[src/rtl/nios_cpu_pio_pkg.sv]
// -----------------------------------------------------------------------------
// nios_cpu_pio_pkg
// Shared constants for the bidirectional PIO slave:
//   - word addresses of the Avalon-MM register map
//   - edge-capture mode selectors for the EDGE_TYPE parameter
// -----------------------------------------------------------------------------
package nios_cpu_pio_pkg;

    // Register map (word addresses). 6 and 7 are unmapped.
    localparam logic [2:0] ADDR_DATA    = 3'd0;
    localparam logic [2:0] ADDR_DIR     = 3'd1;
    localparam logic [2:0] ADDR_IRQMASK = 3'd2;
    localparam logic [2:0] ADDR_EDGE    = 3'd3;
    localparam logic [2:0] ADDR_OUTSET  = 3'd4;
    localparam logic [2:0] ADDR_OUTCLR  = 3'd5;

    // Edge-capture modes.
    localparam int unsigned EDGE_RISE = 0;
    localparam int unsigned EDGE_FALL = 1;
    localparam int unsigned EDGE_ANY  = 2;

endpackage

[src/rtl/nios_cpu_pio_sync.sv]
// -----------------------------------------------------------------------------
// nios_cpu_pio_sync
// WIDTH-wide, STAGES-deep flop chain bringing asynchronous pins into the clk
// domain. All stages clear asynchronously on reset_n.
// Ports:
//   clk      system clock
//   reset_n  asynchronous active-low reset
//   i_d      asynchronous pin inputs
//   o_q      synchronised inputs (last stage)
// -----------------------------------------------------------------------------
module nios_cpu_pio_sync #(
    parameter int unsigned WIDTH  = 8,
    parameter int unsigned STAGES = 2
) (
    input  logic             clk,
    input  logic             reset_n,
    input  logic [WIDTH-1:0] i_d,
    output logic [WIDTH-1:0] o_q
);

    logic [WIDTH-1:0] r_stage [STAGES];

    always_ff @(posedge clk or negedge reset_n) begin
        if (!reset_n) begin
            for (int i = 0; i < int'(STAGES); i++) begin
                r_stage[i] <= '0;
            end
        end else begin
            r_stage[0] <= i_d;
            for (int i = 1; i < int'(STAGES); i++) begin
                r_stage[i] <= r_stage[i-1];
            end
        end
    end

    assign o_q = r_stage[STAGES-1];

endmodule

[src/rtl/nios_cpu_pio_ext.sv]
// -----------------------------------------------------------------------------
// nios_cpu_pio_ext
// Bidirectional, parametrised PIO Avalon-MM slave for the Nios CPU subsystem.
// Per-bit direction, atomic set/clear of the output latch, synchronised input
// sampling, sticky edge capture and a maskable level interrupt.
// Ports:
//   clk         system clock
//   reset_n     asynchronous active-low reset
//   address     word address (see nios_cpu_pio_pkg)
//   chipselect  slave select
//   write_n     active-low write strobe, qualified by chipselect
//   read_n      active-low read strobe, qualified by chipselect
//   writedata   write data, [WIDTH-1:0] used
//   readdata    registered read data, loaded one cycle after the read strobe
//   in_port     asynchronous pin inputs
//   out_port    output latch
//   out_oe      output enables (direction register, 1 = output)
//   irq         level interrupt, |(edge & mask)
// -----------------------------------------------------------------------------
module nios_cpu_pio_ext
    import nios_cpu_pio_pkg::*;
#(
    parameter int unsigned      WIDTH       = 8,
    parameter logic [WIDTH-1:0] RESET_VALUE = '0,
    parameter logic [WIDTH-1:0] DIR_RESET   = '0,
    parameter int unsigned      SYNC_STAGES = 2,
    parameter int unsigned      EDGE_TYPE   = EDGE_RISE
) (
    input  logic             clk,
    input  logic             reset_n,
    input  logic [2:0]       address,
    input  logic             chipselect,
    input  logic             write_n,
    input  logic             read_n,
    input  logic [31:0]      writedata,
    output logic [31:0]      readdata,
    input  logic [WIDTH-1:0] in_port,
    output logic [WIDTH-1:0] out_port,
    output logic [WIDTH-1:0] out_oe,
    output logic             irq
);

    // Capture stays disabled until the synchroniser and prev flop hold real
    // pin values, so a pin high through reset does not look like a rise.
    localparam logic [2:0] WARM_DONE = 3'(SYNC_STAGES + 1);

    logic [WIDTH-1:0] r_latch;
    logic [WIDTH-1:0] r_dir;
    logic [WIDTH-1:0] r_mask;
    logic [WIDTH-1:0] r_edge;
    logic [WIDTH-1:0] r_prev_in;
    logic [31:0]      r_rdata;
    logic [2:0]       r_warm;

    logic             w_wr;
    logic             w_rd;
    logic [WIDTH-1:0] w_wd;
    logic [WIDTH-1:0] w_sync_in;
    logic [WIDTH-1:0] w_rise;
    logic [WIDTH-1:0] w_fall;
    logic [WIDTH-1:0] w_det;
    logic             w_cap_en;
    logic [WIDTH-1:0] w_latch_d;
    logic [WIDTH-1:0] w_dir_d;
    logic [WIDTH-1:0] w_mask_d;
    logic [WIDTH-1:0] w_edge_clr;
    logic [WIDTH-1:0] w_edge_d;
    logic [WIDTH-1:0] w_rd_val;
    logic             w_unused_wd;

    assign w_wr        = chipselect & ~write_n;
    assign w_rd        = chipselect & ~read_n;
    assign w_wd        = writedata[WIDTH-1:0];
    assign w_unused_wd = ^writedata;

    // ---------------------------------------------------------------- inputs
    nios_cpu_pio_sync #(
        .WIDTH  (WIDTH),
        .STAGES (SYNC_STAGES)
    ) u_sync (
        .clk     (clk),
        .reset_n (reset_n),
        .i_d     (in_port),
        .o_q     (w_sync_in)
    );

    // ----------------------------------------------------------- edge detect
    assign w_rise   = w_sync_in & ~r_prev_in;
    assign w_fall   = ~w_sync_in & r_prev_in;
    assign w_cap_en = (r_warm == WARM_DONE);

    always_comb begin
        w_det = w_rise;
        case (EDGE_TYPE)
            EDGE_FALL: w_det = w_fall;
            EDGE_ANY:  w_det = w_rise | w_fall;
            default:   w_det = w_rise;
        endcase
    end

    // ---------------------------------------------------------- write decode
    always_comb begin
        w_latch_d  = r_latch;
        w_dir_d    = r_dir;
        w_mask_d   = r_mask;
        w_edge_clr = '0;
        if (w_wr) begin
            case (address)
                ADDR_DATA:    w_latch_d  = w_wd;
                ADDR_DIR:     w_dir_d    = w_wd;
                ADDR_IRQMASK: w_mask_d   = w_wd;
                ADDR_EDGE:    w_edge_clr = w_wd;
                ADDR_OUTSET:  w_latch_d  = r_latch | w_wd;
                ADDR_OUTCLR:  w_latch_d  = r_latch & ~w_wd;
                default:      ;
            endcase
        end
    end

    // A new edge is OR-ed in after the clear, so it wins a same-cycle clear.
    assign w_edge_d = (r_edge & ~w_edge_clr) | (w_cap_en ? w_det : '0);

    // -------------------------------------------------------------- read mux
    // Uses current register values, so a same-cycle write is not visible.
    always_comb begin
        w_rd_val = '0;
        case (address)
            ADDR_DATA:    w_rd_val = (w_sync_in & ~r_dir) | (r_latch & r_dir);
            ADDR_DIR:     w_rd_val = r_dir;
            ADDR_IRQMASK: w_rd_val = r_mask;
            ADDR_EDGE:    w_rd_val = r_edge;
            default:      w_rd_val = '0;
        endcase
    end

    // ------------------------------------------------------------ registers
    always_ff @(posedge clk or negedge reset_n) begin
        if (!reset_n) begin
            r_latch   <= RESET_VALUE;
            r_dir     <= DIR_RESET;
            r_mask    <= '0;
            r_edge    <= '0;
            r_prev_in <= '0;
            r_rdata   <= '0;
            r_warm    <= '0;
        end else begin
            r_latch   <= w_latch_d;
            r_dir     <= w_dir_d;
            r_mask    <= w_mask_d;
            r_edge    <= w_edge_d;
            r_prev_in <= w_sync_in;
            if (w_rd) begin
                r_rdata <= 32'(w_rd_val);
            end
            if (!w_cap_en) begin
                r_warm <= r_warm + 3'd1;
            end
        end
    end

    // --------------------------------------------------------------- outputs
    assign out_port = r_latch;
    assign out_oe   = r_dir;
    assign readdata = r_rdata;
    assign irq      = |(r_edge & r_mask);

endmodule

[config.mk]
export PLATFORM = sky130hd
export DESIGN_NAME = nios_cpu_pio_ext
export DESIGN_NICKNAME = d
export VERILOG_FILES = /design/src/rtl/nios_cpu_pio_pkg.sv /design/src/rtl/nios_cpu_pio_sync.sv /design/src/rtl/nios_cpu_pio_ext.sv
export SDC_FILE = /design/constraint.sdc
export NUM_CORES = 1
export LEC_CHECK = 0
export ABC_AREA = 0
export CORE_MARGIN = 1.5
export CORE_UTILIZATION = 41
export DETAILED_ROUTE_END_ITERATION = 8
export PLACE_DENSITY = 0.76
export SLEW_MARGIN = 30
export SYNTH_ARGS = -nofsm -noshare
export SYNTH_HDL_FRONTEND = slang
export SYNTH_SLANG_ARGS = --single-unit
[constraint.sdc]
create_clock -name clk -period 1.1 [get_ports clk]
set_input_delay 0.22 -clock clk [delete_from_list [all_inputs] [get_ports clk]]
set_output_delay 0.22 -clock clk [all_outputs]
set_load 0.02 [all_outputs]
==> results of run 1 <==
[worst max-delay path by stage]
| stage | cells after the start | end | from | slack, ns |
|---|---|---|---|---|
| after CTS | 3 | irq | r_mask[5]$_DFFE_PN0P_ | -0.39 |
| after detailed placement | 4 | out_port[4]$_DFFE_PN0P_ | chipselect | -0.80 |
| after global routing | 3 | irq | r_edge[7]$_DFF_PN0_ | -0.46 |
| final | 3 | irq | r_mask[5]$_DFFE_PN0P_ | -0.41 |
| after floorplan | 5 | out_oe[0]$_DFFE_PN0P_ | address[0] | -0.09 |
| after global placement | 4 | out_port[3]$_DFFE_PN0P_ | chipselect | -0.77 |
[state kept, by name, indices dropped and copies added (netlist names)]
| name | count |
|---|---|
| out_oe | 8 |
| out_port | 8 |
| r_edge | 8 |
| r_mask | 8 |
| r_prev_in | 8 |
| r_warm | 3 |
| readdata | 8 |
| u_sync.o_q | 8 |
| u_sync.r_stage | 8 |
[area by class of cell]
cell class | count | area (um2) | area share (%)
clock inverters | 1 | 7.51 | 0.169
clock buffers | 14 | 173 | 3.88
multi-input cells | 162 | 1370 | 30.7
repair buffers | 116 | 1100 | 24.6
flip-flops and latches | 67 | 1680 | 37.7
inverters | 4 | 15.0 | 0.337
well taps | 96 | 120 | 2.70
[per-stage QoR]
| step | setup slack, ns | setup TNS (ns) | utilization, % | hold slack (ns) | total power [mW] |
|---|---|---|---|---|---|
| 2_1_floorplan | -0.0894 | -0.894 | - | -0.0756 | 3.80 |
| 3_3_place_gp | -0.766 | -27.74 | 56.5 | 0.261 | 4.62 |
| 3_5_place_dp | -0.805 | -28.43 | 56.5 | 0.265 | 4.66 |
| 4_1_cts | -0.388 | -1.26 | 62.1 | 0.308 | 6.70 |
| 5_1_grt | -0.464 | -2.49 | 65.2 | 0.312 | 7.16 |
| 6_report | -0.411 | -1.31 | 65.2 | 0.309 | 6.85 |
[power by group through the flow]
stage	registers [mW]	clock network (mW)	logic (mW)
6_report	2.97	1.86	2.03
5_1_grt	2.99	2.00	2.16
4_1_cts	2.94	1.89	1.87
3_5_place_dp	2.94	0	1.72
3_3_place_gp	2.94	0	1.68
2_1_floorplan	3.13	0	0.672
[critical path, cell delays in order (launching register included)]
cell and delay [ns]:
sky130_fd_sc_hd__dfrtp_1 0.40, sky130_fd_sc_hd__a22oi_2 0.21, sky130_fd_sc_hd__nand4_1 0.15, sky130_fd_sc_hd__buf_4 0.19
[cell usage after synthesis (all sizes together)]
master | n | area [um2]
dfrtp | 67 | 1680
buf | 33 | 226
o21ai | 26 | 130
mux2 | 25 | 282
nand2 | 25 | 96.4
a22oi | 12 | 90.1
a221o | 8 | 80.1
and3 | 8 | 50.1
nor2 | 7 | 42.5
a21oi | 6 | 30.0
o21a | 6 | 45.0
inv | 4 | 15.0
clkbuf | 3 | 12.5
ha | 2 | 25.0
o31a | 2 | 17.5
and4bb | 1 | 12.5
conb | 1 | 3.75
mux2i | 1 | 10.0
nand2b | 1 | 6.26
nand3b | 1 | 7.51
nand4 | 1 | 6.26
nand4bb | 1 | 11.3
nor2b | 1 | 6.26
nor3b | 1 | 7.51
nor4bb | 1 | 10.0
or3 | 1 | 6.26
xnor2 | 1 | 8.76
[logic make-up after synthesis]
group | count (synthesis)
flip-flops | 67
AO/OA/AOI/OAI | 60
AND/OR/NAND/NOR | 49
buffers and inverters | 40
multiplexers | 26
adder cells (fa/ha/maj) | 2
other | 1
XOR/XNOR | 1
[layer usage]
layer / global-route usage [%] / vias up / share of wire (%)
li1: - / 1052 / -
met1: 25.5 / 1154 / 42
met2: 32.8 / 87 / 51
met3: 4.93 / 16 / 5.5
met4: 8.23 / 0 / 2.3
met5: 0 / - / 0
[placed cells by master, fill, tap and decap left out, types with 2 or more instances in the layout]
cell / instances
sky130_fd_sc_hd__a21oi_1: 6
sky130_fd_sc_hd__ha_4: 2
sky130_fd_sc_hd__a22oi_1: 2
sky130_fd_sc_hd__clkbuf_8: 12
sky130_fd_sc_hd__o21ai_0: 9
sky130_fd_sc_hd__a221o_1: 8
sky130_fd_sc_hd__mux2_4: 21
sky130_fd_sc_hd__buf_2: 6
sky130_fd_sc_hd__o21a_1: 6
sky130_fd_sc_hd__a22oi_2: 10
sky130_fd_sc_hd__and3_4: 4
sky130_fd_sc_hd__buf_12: 2
sky130_fd_sc_hd__nand2_4: 6
sky130_fd_sc_hd__mux2_2: 4
sky130_fd_sc_hd__buf_4: 44
sky130_fd_sc_hd__dfrtp_1: 67
sky130_fd_sc_hd__o31a_1: 2
sky130_fd_sc_hd__and3_1: 4
sky130_fd_sc_hd__o21ai_1: 11
sky130_fd_sc_hd__conb_1: 24
sky130_fd_sc_hd__o21ai_2: 6
sky130_fd_sc_hd__buf_6: 45
sky130_fd_sc_hd__clkdlybuf4s50_1: 16
sky130_fd_sc_hd__nand2_1: 17
sky130_fd_sc_hd__nor2_1: 6
sky130_fd_sc_hd__clkbuf_1: 2
sky130_fd_sc_hd__inv_1: 3
[timing repair]
| item | 4_1_cts | 5_1_grt |
|---|---|---|
| gates cloned | 1 | 0 |
| hold buffers | 1 | 0 |
| gates resized for setup | 207 | 44 |
| hold endpoints to repair | 67 | 0 |
| pin swaps | 22 | 6 |
| endpoints found under the setup margin | 68 | 58 |
| setup buffers | 7 | 3 |
==> results by stage, run 1 <==
Synth:
- The main combinational cell family by area after synthesis is compound AO/OA/AOI/OAI gates.
- After synthesis, flip-flops and latches occupy between 50 and 60% of the total area.
- The mux cell area share after synthesis is approximately 10%.
- In this run the cell area of the synthesized design comes to roughly 0.0029 mm2.
- Summing the areas of all fa, ha and maj instances in the mapped netlist gives 0.858% of the synthesized area.
- Summing the areas of all compound-gate instances in the mapped netlist gives between 10% and 20% of the synthesized area.
- The mean area per synthesized cell is 11.9 um2.
- Of the total synthesized cell area, the portion taken by XOR and XNOR cells is less than 1%.
- The simple-gate area share of the yosys netlist is roughly 9%.
- Synthesis produced a netlist whose cell count is ~250.
- The synthesized netlist contains 33 unique library cells.
- The number of synthesized register bits is 67.
- The number of synthesis warnings is 0.

Cells and area:
- The count of inserted antenna diode cells is 0.
- The count of fill cells added during filler insertion is between 500 and 600.
- In the final layout, the share of cells above drive strength 1 is around 47%.
- The area of all placed cells without fillers is ~0.0045 mm2.
- The final layout contains 410 nets.
- Relative to the synthesized area, the layout overhead comes to 52.7%.
- The final standard cell count with taps included and fillers excluded is 460.

Global routing:
- The total overflow left after global routing is 0.
- The initial antenna violation count is 0.
- The number of global-route vias before repair is around 2200.
- Entering global routing, the biggest net connects 68 pins.
- The first-pass GRT wire length is approximately 11000 um.
- The global routing usage summed across all routing layers is 20.1%.

STA:
- The period utilization is 137%.
- Setup violations remaining at the end of the flow were counted as 31.
- The least setup slack across all paths after layout is -0.411 ns.
- Based on the critical path, the design can be clocked at up to roughly 660 MHz.
- The number of failing hold endpoints at the final stage came to 0.
- The number of slew-limit violations in the final report is 0.
- The maximum clock skew at final layout is roughly 0.006 ns.
- For the finished layout, the period the worst path requires is roughly 1.5 ns.
- Setup repair after global routing could not meet its margin everywhere.

Power:
- The analysis attributes to cell leakage a power of a little over 2 nW.
- Across the VDD grid, the largest voltage drop is around 0.00095 V.
- The internal portion of the total power is just under 5 mW.
- The relative contribution of the clock network to total power is roughly 27%.
- The switching power is a little under 2 mW.
- The net switching share of the total power is between 20% and 30%.
- The fraction of power consumed by combinational cells is approximately 30%.
- The total power per unit cell area is approximately 1500 mW/mm2.
- Sequential cells account for 43.3% of the total power.

Clock tree:
- After clock tree synthesis, the clock-pin slew on the worst setup and hold paths is 0.07 ns.
- The CTS tree is yes.
- The clock reaches the later pin of the worst-skew pair after about 0.34 ns.
- The number of buffers created by CTS is 9.
- The maximum buffer depth of the clock tree is 2.
- The tree is rooted in a sky130_fd_sc_hd__clkbuf_8.
- The total number of clock tree sinks is 67.
- The H-tree was split into 3 levels.

Placed design:
- Counting tap cells, the placed design contains a total of about 430 instances.
- The placed instances occupy a cell area of 0.00386 mm2.
- Port buffering added 48 buffers.
- At the end of routability-driven placement, the weighted congestion stood at approximately 0.78.
- The estimated wirelength of the detail-placed design is 4610 um.

Critical path:
- The number of cells on the worst reg-to-reg path is 5.
- The critical path is of the reg -> out type.
- In this run the worst path has a maximum fanout of 2.
- For the worst setup path, the data required time is roughly 0.88 ns.
- Setup slack on the worst reg-to-reg path comes out at -0.09 ns.
- In this run the critical register-to-register path is launched from r_warm[1]$_DFFE_PN0N_.
- The data arrival time of the worst path is between 1 and 1.5 ns.
- The end of the worst register-to-register path is r_edge[0]$_DFF_PN0_.
- STA classifies the critical path endpoint as an output pin.
- The worst setup path is launched from a register.

Route:
- In the routed design, unresolved DRC markers number 0.
- The wire length per cell after detailed routing is approximately 16 um.
- For this block, the via count after detailed routing is between 2000 and 2500.
- The post-detailed-routing wire length is between 7000 and 8000 um.
- Dividing the detail-routed via count by the number of cells gives 5.02.
- The number of optimization iterations in the first detailed-route pass is 4.
- In this run the remaining antenna-violating nets after routing total 0.
- The DRC marker count from the first detailed-route iteration is 176.

Min path:
- The worst hold-check path type is in -> reg.
- In this run the most critical hold path is launched from in_port[7].
- The number of cells traversed by the worst hold path is 1.
- For hold timing, the worst endpoint is u_sync.r_stage[15]$_DFF_PN0_.

Floorplan:
- The area of the core region is about 0.0068 mm2.
- Pin placement for this block handled between 90 and 100 I/O pins.
- In this run the vertical extent of the chip is between 80 and 90 um.
- The die footprint is ~0.0076 mm2.
- The die outline width is 87.3 um.
- The count of standard-cell rows is 30.
- The initial cell density of the core is between 40 and 50%.

Run:
- The tool flagged a number of max-cap violations equal to 0.

Run status:
- The run finished, with violations left.
- The final reports fail on setup timing.
Power figures use the tool's default switching activity.
==> inputs of run 2 (changes only) <==
- CELL_PAD_IN_SITES_DETAIL_PLACEMENT: not set -> 2
- CELL_PAD_IN_SITES_GLOBAL_PLACEMENT: not set -> 2
- CORE_UTILIZATION: 41 -> 26
- GPL_ROUTABILITY_DRIVEN: not set -> 0
- PLACE_DENSITY: 0.76 -> not set
- PLACE_DENSITY_LB_ADDON: not set -> 0.1
==> run 2 against run 1 <==
Against the previous run:
- the flow still finishes with violations (setup timing)
- clock power rose by 5%
- hold slack improved by 0.0011 ns
- clock skew rose by 0.0024 ns
- sequential power barely moved
- global-route usage fell by 2.9 points
- maximum frequency barely moved
- die area rose by 55%
- critical path type unchanged
==> results by stage, run 2 (same netlist as run 1, synthesis figures left out) <==
Run status:
- Result of the run: finished with violations (unchanged).
- Violations in the final reports: setup timing (unchanged).

Global routing:
- The initial antenna violation count came to 0 (unchanged).
- The pin count of the biggest net entering global routing came to 25 (was 68).
- The total global routing overflow is 0 (unchanged).
- The first-pass GRT wire length is 14700 um (was 11100 um).
- The global routing usage summed across all routing layers is 17.1% (was 20.1%).
- The number of global-route vias before repair is 2616 (was 2232).

Critical path:
- The category of the worst setup path launch point is a register (unchanged).
- The worst path required time is 0.88 ns (about the same).
- The type of the worst setup path was reg -> out (unchanged).
- The data arrival time of the worst path is 1.29 ns (about the same).
- The maximum fanout along the worst path is 2 (unchanged).
- The capturing element type of the critical path was an output pin (unchanged).

Cells and area:
- The final standard cell count with taps included and fillers excluded is 519 (was 460).
- The utilization after layout was 42.9% (was 65.2%).
- The net count of the finished layout came to 425 (was 410).
- The fraction of layout instances using a drive strength above 1 is 51.2% (was 47.3%).
- Most used cells in the layout excluding fill and tap cells: sky130_fd_sc_hd__dfrtp_1, sky130_fd_sc_hd__buf_4, sky130_fd_sc_hd__buf_6 (was sky130_fd_sc_hd__dfrtp_1, sky130_fd_sc_hd__buf_6, sky130_fd_sc_hd__buf_4).
- The layout overhead on the synthesized area is 60.3% (was 52.7%).
- The most frequent standard cell in the layout excluding fill and tap cells is sky130_fd_sc_hd__dfrtp_1 (unchanged).
- The count of inserted antenna diode cells was 0 (unchanged).
- The area of all placed cells without fillers came to 0.00467 mm2 (was 0.00445 mm2).

Run:
- The number of maximum-capacitance constraint violations was 0 (unchanged).

Route:
- The total via count after detailed routing is 2353 (was 2309).
- The number of optimization iterations in the first detailed-route pass is 6 (was 4).
- The per-cell via count in the routed design was 4.53 (was 5.02).
- The number of remaining DRC errors came to 0 (unchanged).
- The post-detailed-routing wire length is 9560 um (was 7550 um).
- The number of nets with antenna violations after routing is 0 (unchanged).
- The wire length per cell after detailed routing was 18.4 um (was 16.4 um).
- The DRC marker count from the first detailed-route iteration was 51 (was 176).

Floorplan:
- The count of standard-cell rows is 38 (was 30).
- The die height came to 109 um (was 87.3 um).
- The initial cell density of the core was 26.8% (was 42.7%).
- The area of the core region is 0.0109 mm2 (was 0.00683 mm2).
- The top-level I/O count is 97 (unchanged).
- The die outline width came to 109 um (was 87.3 um).
- The die footprint came to 0.0119 mm2 (was 0.00763 mm2).

STA:
- RSZ-0062 raised after global routing: yes (unchanged).
- The least setup slack across all paths after layout came to -0.411 ns (about the same).
- The maximum clock skew at final layout is 0.00843 ns (was 0.00602 ns).
- The maximum achievable frequency is 662 MHz (about the same).
- The minimum clock period is 1.51 ns (about the same).
- The period utilization came to 137% (about the same).
- The final count of negative-setup-slack endpoints is 33 (was 31).
- The number of slew-limit violations in the final report was 0 (unchanged).
- The number of failing hold endpoints at the final stage is 0 (unchanged).

Clock tree:
- The CTS tree is yes (unchanged).
- The maximum buffer depth of the clock tree was 2 (unchanged).
- The register clock-pin slew on the reported worst setup and hold paths is 0.07 ns (about the same).
- The total number of clock tree sinks came to 67 (unchanged).
- The later-pin clock latency in the skew report is 0.34 ns (about the same).
- The root buffer cell is sky130_fd_sc_hd__clkbuf_8 (unchanged).
- The H-tree level count is 3 (unchanged).
- The number of buffers created by CTS came to 9 (unchanged).

Min path:
- The worst hold-check path type is in -> reg (unchanged).

Placed design:
- The instance area after placement is 0.00400 mm2 (was 0.00386 mm2).
- The pre-CTS setup slack is -0.799 ns (was -0.805 ns).
- The number of placed instances, taps included is 486 (was 434).
- The count of buffers inserted at the top-level ports is 48 (unchanged).
- The estimated wirelength of the detail-placed design came to 6510 um (was 4610 um).

Power:
- The largest vdd supply drop came to 0.000524 V (was 0.000951 V).
- The total power per unit cell area came to 1520 mW/mm2 (was 1540 mW/mm2).
- The standby leakage power is 2.13 nW (was 2.04 nW).
## run 2: changes by cell type in the layout (fill, tap and decap cells not counted), moves of 2 or more
| cell | before | now |
|---|---|---|
| sky130_fd_sc_hd__clkbuf_8 | 12 | 9 |
| sky130_fd_sc_hd__clkinv_2 | 0 | 2 |
| sky130_fd_sc_hd__a21oi_2 | 0 | 2 |
| sky130_fd_sc_hd__buf_6 | 45 | 47 |
| sky130_fd_sc_hd__and3_1 | 4 | 2 |
| sky130_fd_sc_hd__o21ai_1 | 11 | 9 |
| sky130_fd_sc_hd__and3_4 | 4 | 6 |
| sky130_fd_sc_hd__buf_4 | 44 | 55 |
| sky130_fd_sc_hd__buf_12 | 2 | 4 |
| sky130_fd_sc_hd__a21oi_1 | 6 | 4 |
## run 2: final timing paths
path | startpoint | slack [ns] | endpoint | depth (start not counted)
worst max register to register | r_warm[0]$_DFFE_PN0N_ | -0.09 | r_warm[1]$_DFFE_PN0N_ | 3
min in group asynchronous | reset_n | 0.34 | out_port[5]$_DFFE_PN0P_ | 2
worst min-delay path | in_port[1] | 0.31 | u_sync.r_stage[9]$_DFF_PN0_ | 1
worst min register to register | u_sync.r_stage[8]$_DFF_PN0_ | 0.35 | u_sync.o_q[0]$_DFF_PN0_ | 0
worst max-delay path | r_mask[7]$_DFFE_PN0P_ | -0.41 | irq | 3
max in group asynchronous | reset_n | 0.25 | u_sync.o_q[6]$_DFF_PN0_ | 3
## run 2: repair_timing
item,in CTS,in global routing
hold buffers,1,0
endpoints found under the hold margin,9,0
cloned,1,0
setup buffers,16,5
setup endpoints to repair,68,67
gates resized for setup,214,48
pin swaps,25,9
## run 2: stage by stage
step	setup TNS (ns)	hold WS, ns	total power [mW]
2_1_floorplan	-0.894	-0.0756	3.80
3_3_place_gp	-28.27	0.169	4.75
3_5_place_dp	-28.94	0.169	4.79
4_1_cts	-1.66	0.296	7.05
5_1_grt	-3.02	0.292	7.48
6_report	-1.36	0.310	7.11
## run 2: critical path, stage by stage, from the launching register on
cell and delay [ns]:
sky130_fd_sc_hd__dfrtp_1 0.40, sky130_fd_sc_hd__a22oi_2 0.24, sky130_fd_sc_hd__nand4_1 0.13, sky130_fd_sc_hd__buf_2 0.18
## run 2: area by class of cell
class / count / area (um2)
clock buffer: 12 / 135
clock inverter: 3 / 40.0
fill: 1099 / 6210
inverter: 4 / 15.0
multi-input combinational: 162 / 1390
sequential: 67 / 1680
tap: 140 / 175
timing repair buffer: 131 / 1240
## run 2: report_power, final
group | leakage, nW | switching, mW | internal (mW)
combinational | 1.27 | 0.917 | 1.27
sequential | 0.762 | 0.238 | 2.74
clock | 0.0902 | 0.922 | 1.03
## run 2: metal layers
| layer | GRT usage [%] | routed length (um) | vias to the layer above |
|---|---|---|---|
| li1 | - | - | 1071 |
| met1 | 22.5 | 4310 | 1219 |
| met2 | 28.7 | 4770 | 59 |
| met3 | 3.83 | 426 | 4 |
| met4 | 3.67 | 48 | 0 |
| met5 | 0 | 0 | - |
==> inputs of run 3 (changes only) <==
- GPL_ROUTABILITY_DRIVEN: 0 -> 1
- TNS_END_PERCENT: not set -> 1
==> run 3 against run 2 <==
Against the previous run:
- highest routed layer unchanged
- total power grew 1.9%
- hold slack lost 0.014 ns
- non-clock buffer count shrank 20
- first-iteration DRC count shrank 9.8%
- combinational power shrank 19%
- largest cell class unchanged
- critical path type unchanged
- global-route usage shrank 0.55 points
- the flow still finishes with violations (setup timing)
- sequential share of layout area grew 3.0 points
- wire length shrank 4.8%
- sequential power shrank 1%
==> results by stage, run 3 (same netlist as run 1, synthesis figures left out) <==
STA:
- The final count of negative-setup-slack endpoints is 51 (was 33).
- The number of slew-limit violations in the final report is 0 (unchanged).
- The number of failing hold endpoints at the final stage is 0 (unchanged).
- The maximum achievable frequency is 643 MHz (was 662 MHz).
- The maximum clock skew at final layout came to 0.00890 ns (was 0.00843 ns).
- The period utilization is 141% (was 137%).
- The least setup slack across all paths after layout is -0.455 ns (was -0.411 ns).
- RSZ-0062 raised after global routing: yes (unchanged).
- The final hold slack is 0.296 ns (was 0.310 ns).
- The minimum clock period is 1.55 ns (was 1.51 ns).

Run:
- The number of maximum-capacitance constraint violations is 0 (unchanged).

Placed design:
- At the end of routability-driven placement, the weighted congestion stood at roughly 0.75.
- The count of buffers inserted at the top-level ports is 48 (unchanged).
- The number of placed instances, taps included is 482 (was 486).
- The instance area after placement came to 0.00393 mm2 (was 0.00400 mm2).
- The estimated wirelength of the detail-placed design is 6230 um (was 6510 um).

Power:
- The total power per unit cell area is 1680 mW/mm2 (was 1520 mW/mm2).
- The standby leakage power is 1.99 nW (was 2.13 nW).
- The largest vdd supply drop is 0.000676 V (was 0.000524 V).
- The overall power is 7.25 mW (was 7.11 mW).

Route:
- The wire length per cell after detailed routing is 18.2 um (was 18.4 um).
- The number of remaining DRC errors was 0 (unchanged).
- The total via count after detailed routing is 2292 (was 2353).
- The post-detailed-routing wire length is 9100 um (was 9560 um).
- The DRC marker count from the first detailed-route iteration is 46 (was 51).
- The number of optimization iterations in the first detailed-route pass is 4 (was 6).
- The per-cell via count in the routed design is 4.58 (was 4.53).
- The number of nets with antenna violations after routing is 0 (unchanged).

Clock tree:
- The maximum buffer depth of the clock tree was 2 (unchanged).
- The number of buffers created by CTS is 9 (unchanged).
- The later-pin clock latency in the skew report is 0.35 ns (was 0.34 ns).
- The register clock-pin slew on the reported worst setup and hold paths came to 0.08 ns (was 0.07 ns).
- The CTS tree is yes (unchanged).
- The H-tree level count is 3 (unchanged).
- The root buffer cell is sky130_fd_sc_hd__clkbuf_8 (unchanged).
- The total number of clock tree sinks is 67 (unchanged).

Critical path:
- The delay of the slowest cell on the worst path came to 0.39 ns (was 0.40 ns).
- The maximum fanout along the worst path is 2 (unchanged).
- The capturing element type of the critical path is an output pin (unchanged).
- The number of cells on the worst reg-to-reg path came to 3 (unchanged).
- The category of the worst setup path launch point is a register (unchanged).
- The startpoint of the worst-slack reg-to-reg timing path is r_warm[1]$_DFFE_PN0N_ (was r_warm[0]$_DFFE_PN0N_).
- The highest-delay cell along the critical path is sky130_fd_sc_hd__dfrtp_1 (unchanged).
- The data arrival time of the worst path is 1.33 ns (was 1.29 ns).
- The end of the worst register-to-register path is r_warm[1]$_DFFE_PN0N_ (unchanged).
- The number of buffers and inverters on the critical path is 1 (unchanged).
- Cells traversed along the worst timing path: a22oi_2 -> nand4_1 -> buf_2 (unchanged).
- The cell class contributing the biggest share of worst-path delay is flip-flops (unchanged).
- The worst path required time is 0.88 ns (about the same).
- The reg-to-reg setup timing slack is -0.11 ns (was -0.09 ns).
- The type of the worst setup path was reg -> out (unchanged).

Cells and area:
- The final standard cell count with taps included and fillers excluded came to 500 (was 519).
- The most frequent standard cell in the layout excluding fill and tap cells is sky130_fd_sc_hd__dfrtp_1 (unchanged).
- The count of fill cells added during filler insertion is 1145 (was 1099).
- The utilization after layout is 39.6% (was 42.9%).
- Most used cells in the layout excluding fill and tap cells: sky130_fd_sc_hd__dfrtp_1, sky130_fd_sc_hd__buf_4, sky130_fd_sc_hd__conb_1 (was sky130_fd_sc_hd__dfrtp_1, sky130_fd_sc_hd__buf_4, sky130_fd_sc_hd__buf_6).
- The fraction of layout instances using a drive strength above 1 is 45.8% (was 51.2%).
- The area of all placed cells without fillers was 0.00432 mm2 (was 0.00467 mm2).
- The count of inserted antenna diode cells was 0 (unchanged).
- The net count of the finished layout came to 405 (was 425).
- The layout overhead on the synthesized area is 48.1% (was 60.3%).

Global routing:
- The initial antenna violation count is 0 (unchanged).
- The total global routing overflow came to 0 (unchanged).
- The number of global-route vias before repair came to 2551 (was 2616).
- The pin count of the biggest net entering global routing came to 68 (was 25).
- The global routing usage summed across all routing layers is 16.6% (was 17.1%).
- The first-pass GRT wire length came to 14300 um (was 14700 um).

Floorplan:
- The initial cell density of the core is 26.8% (unchanged).
- The die outline width is 109 um (unchanged).
- The count of standard-cell rows was 38 (unchanged).
- The die height is 109 um (unchanged).
- The area of the core region came to 0.0109 mm2 (unchanged).
- The top-level I/O count came to 97 (unchanged).
- The die footprint is 0.0119 mm2 (unchanged).

Min path:
- The number of cells traversed by the worst hold path is 1 (unchanged).
- The worst hold-check path type is in -> reg (unchanged).
- The hold path endpoint is u_sync.r_stage[10]$_DFF_PN0_ (was u_sync.r_stage[9]$_DFF_PN0_).
- The critical hold path startpoint is in_port[2] (was in_port[1]).

Run status:
- Result of the run: finished with violations (unchanged).
- Violations in the final reports: setup timing (unchanged).
run 3: cell types whose count changed in the layout (fill, tap and decap cells not counted), moves of 10 or more:
cell	previous run	this run
sky130_fd_sc_hd__buf_4	55	43
sky130_fd_sc_hd__mux2_4	21	11
sky130_fd_sc_hd__buf_6	47	19
sky130_fd_sc_hd__buf_2	6	22
sky130_fd_sc_hd__mux2_2	4	14
run 3: what timing repair did:
| item | CTS | global route |
|---|---|---|
| pin swaps | 7 | 9 |
| hold buffers | 1 | 0 |
| endpoints found under the hold margin | 67 | 0 |
| buffers inserted | 1 | 0 |
| gates resized for setup | 131 | 59 |
| setup endpoints to repair | 68 | 68 |
run 3: per-stage QoR:
stage	setup WS, ns	setup TNS (ns)
after floorplan	-0.0894	-2.00
after global placement	-0.857	-31.36
after detailed placement	-0.911	-32.11
after CTS	-0.531	-10.33
after global routing	-0.500	-4.41
final	-0.455	-2.29
run 3: final cells by class:
cell class	count	area [um2]	area share, %
tap	140	175	4.06
timing repair buffer	111	940	21.8
sequential	67	1680	38.8
clock buffer	11	141	3.28
inverter	4	15.0	0.348
multi-input combinational	162	1270	29.4
clock inverter	5	100	2.32
run 3: worst register-to-register path: cells and delay by family (launching register included):
kind	cells	cell delay, ns
DFF	1	0.40
adders and majority gates	2	0.40
muxes	1	0.30
run 3: worst max-delay path by stage:
| stage | start | endpoint | slack (ns) | depth (start not counted) |
|---|---|---|---|---|
| after detailed placement | chipselect | out_port[0]$_DFFE_PN0P_ | -0.91 | 4 |
| after CTS | r_edge[7]$_DFF_PN0_ | irq | -0.53 | 3 |
| after global placement | chipselect | out_port[5]$_DFFE_PN0P_ | -0.86 | 4 |
| after floorplan | address[0] | out_oe[0]$_DFFE_PN0P_ | -0.09 | 5 |
| final | r_mask[7]$_DFFE_PN0P_ | irq | -0.45 | 3 |
| after global routing | r_edge[7]$_DFF_PN0_ | irq | -0.50 | 3 |
run 3: per-layer routing:
layer  track usage (%)  wire length, um  vias up
li1                  -                -     1036
met1              21.1             4030     1193
met2              27.4             4580       53
met3              3.95              353       10
met4              5.64              128        0
met5                 0                0        -
run 3: report_power, final:
group	internal (mW)	total, mW	switching [mW]	leakage [nW]
logic	0.925	1.77	0.849	1.11
registers	2.73	2.93	0.195	0.762
clock network	1.56	2.54	0.982	0.123
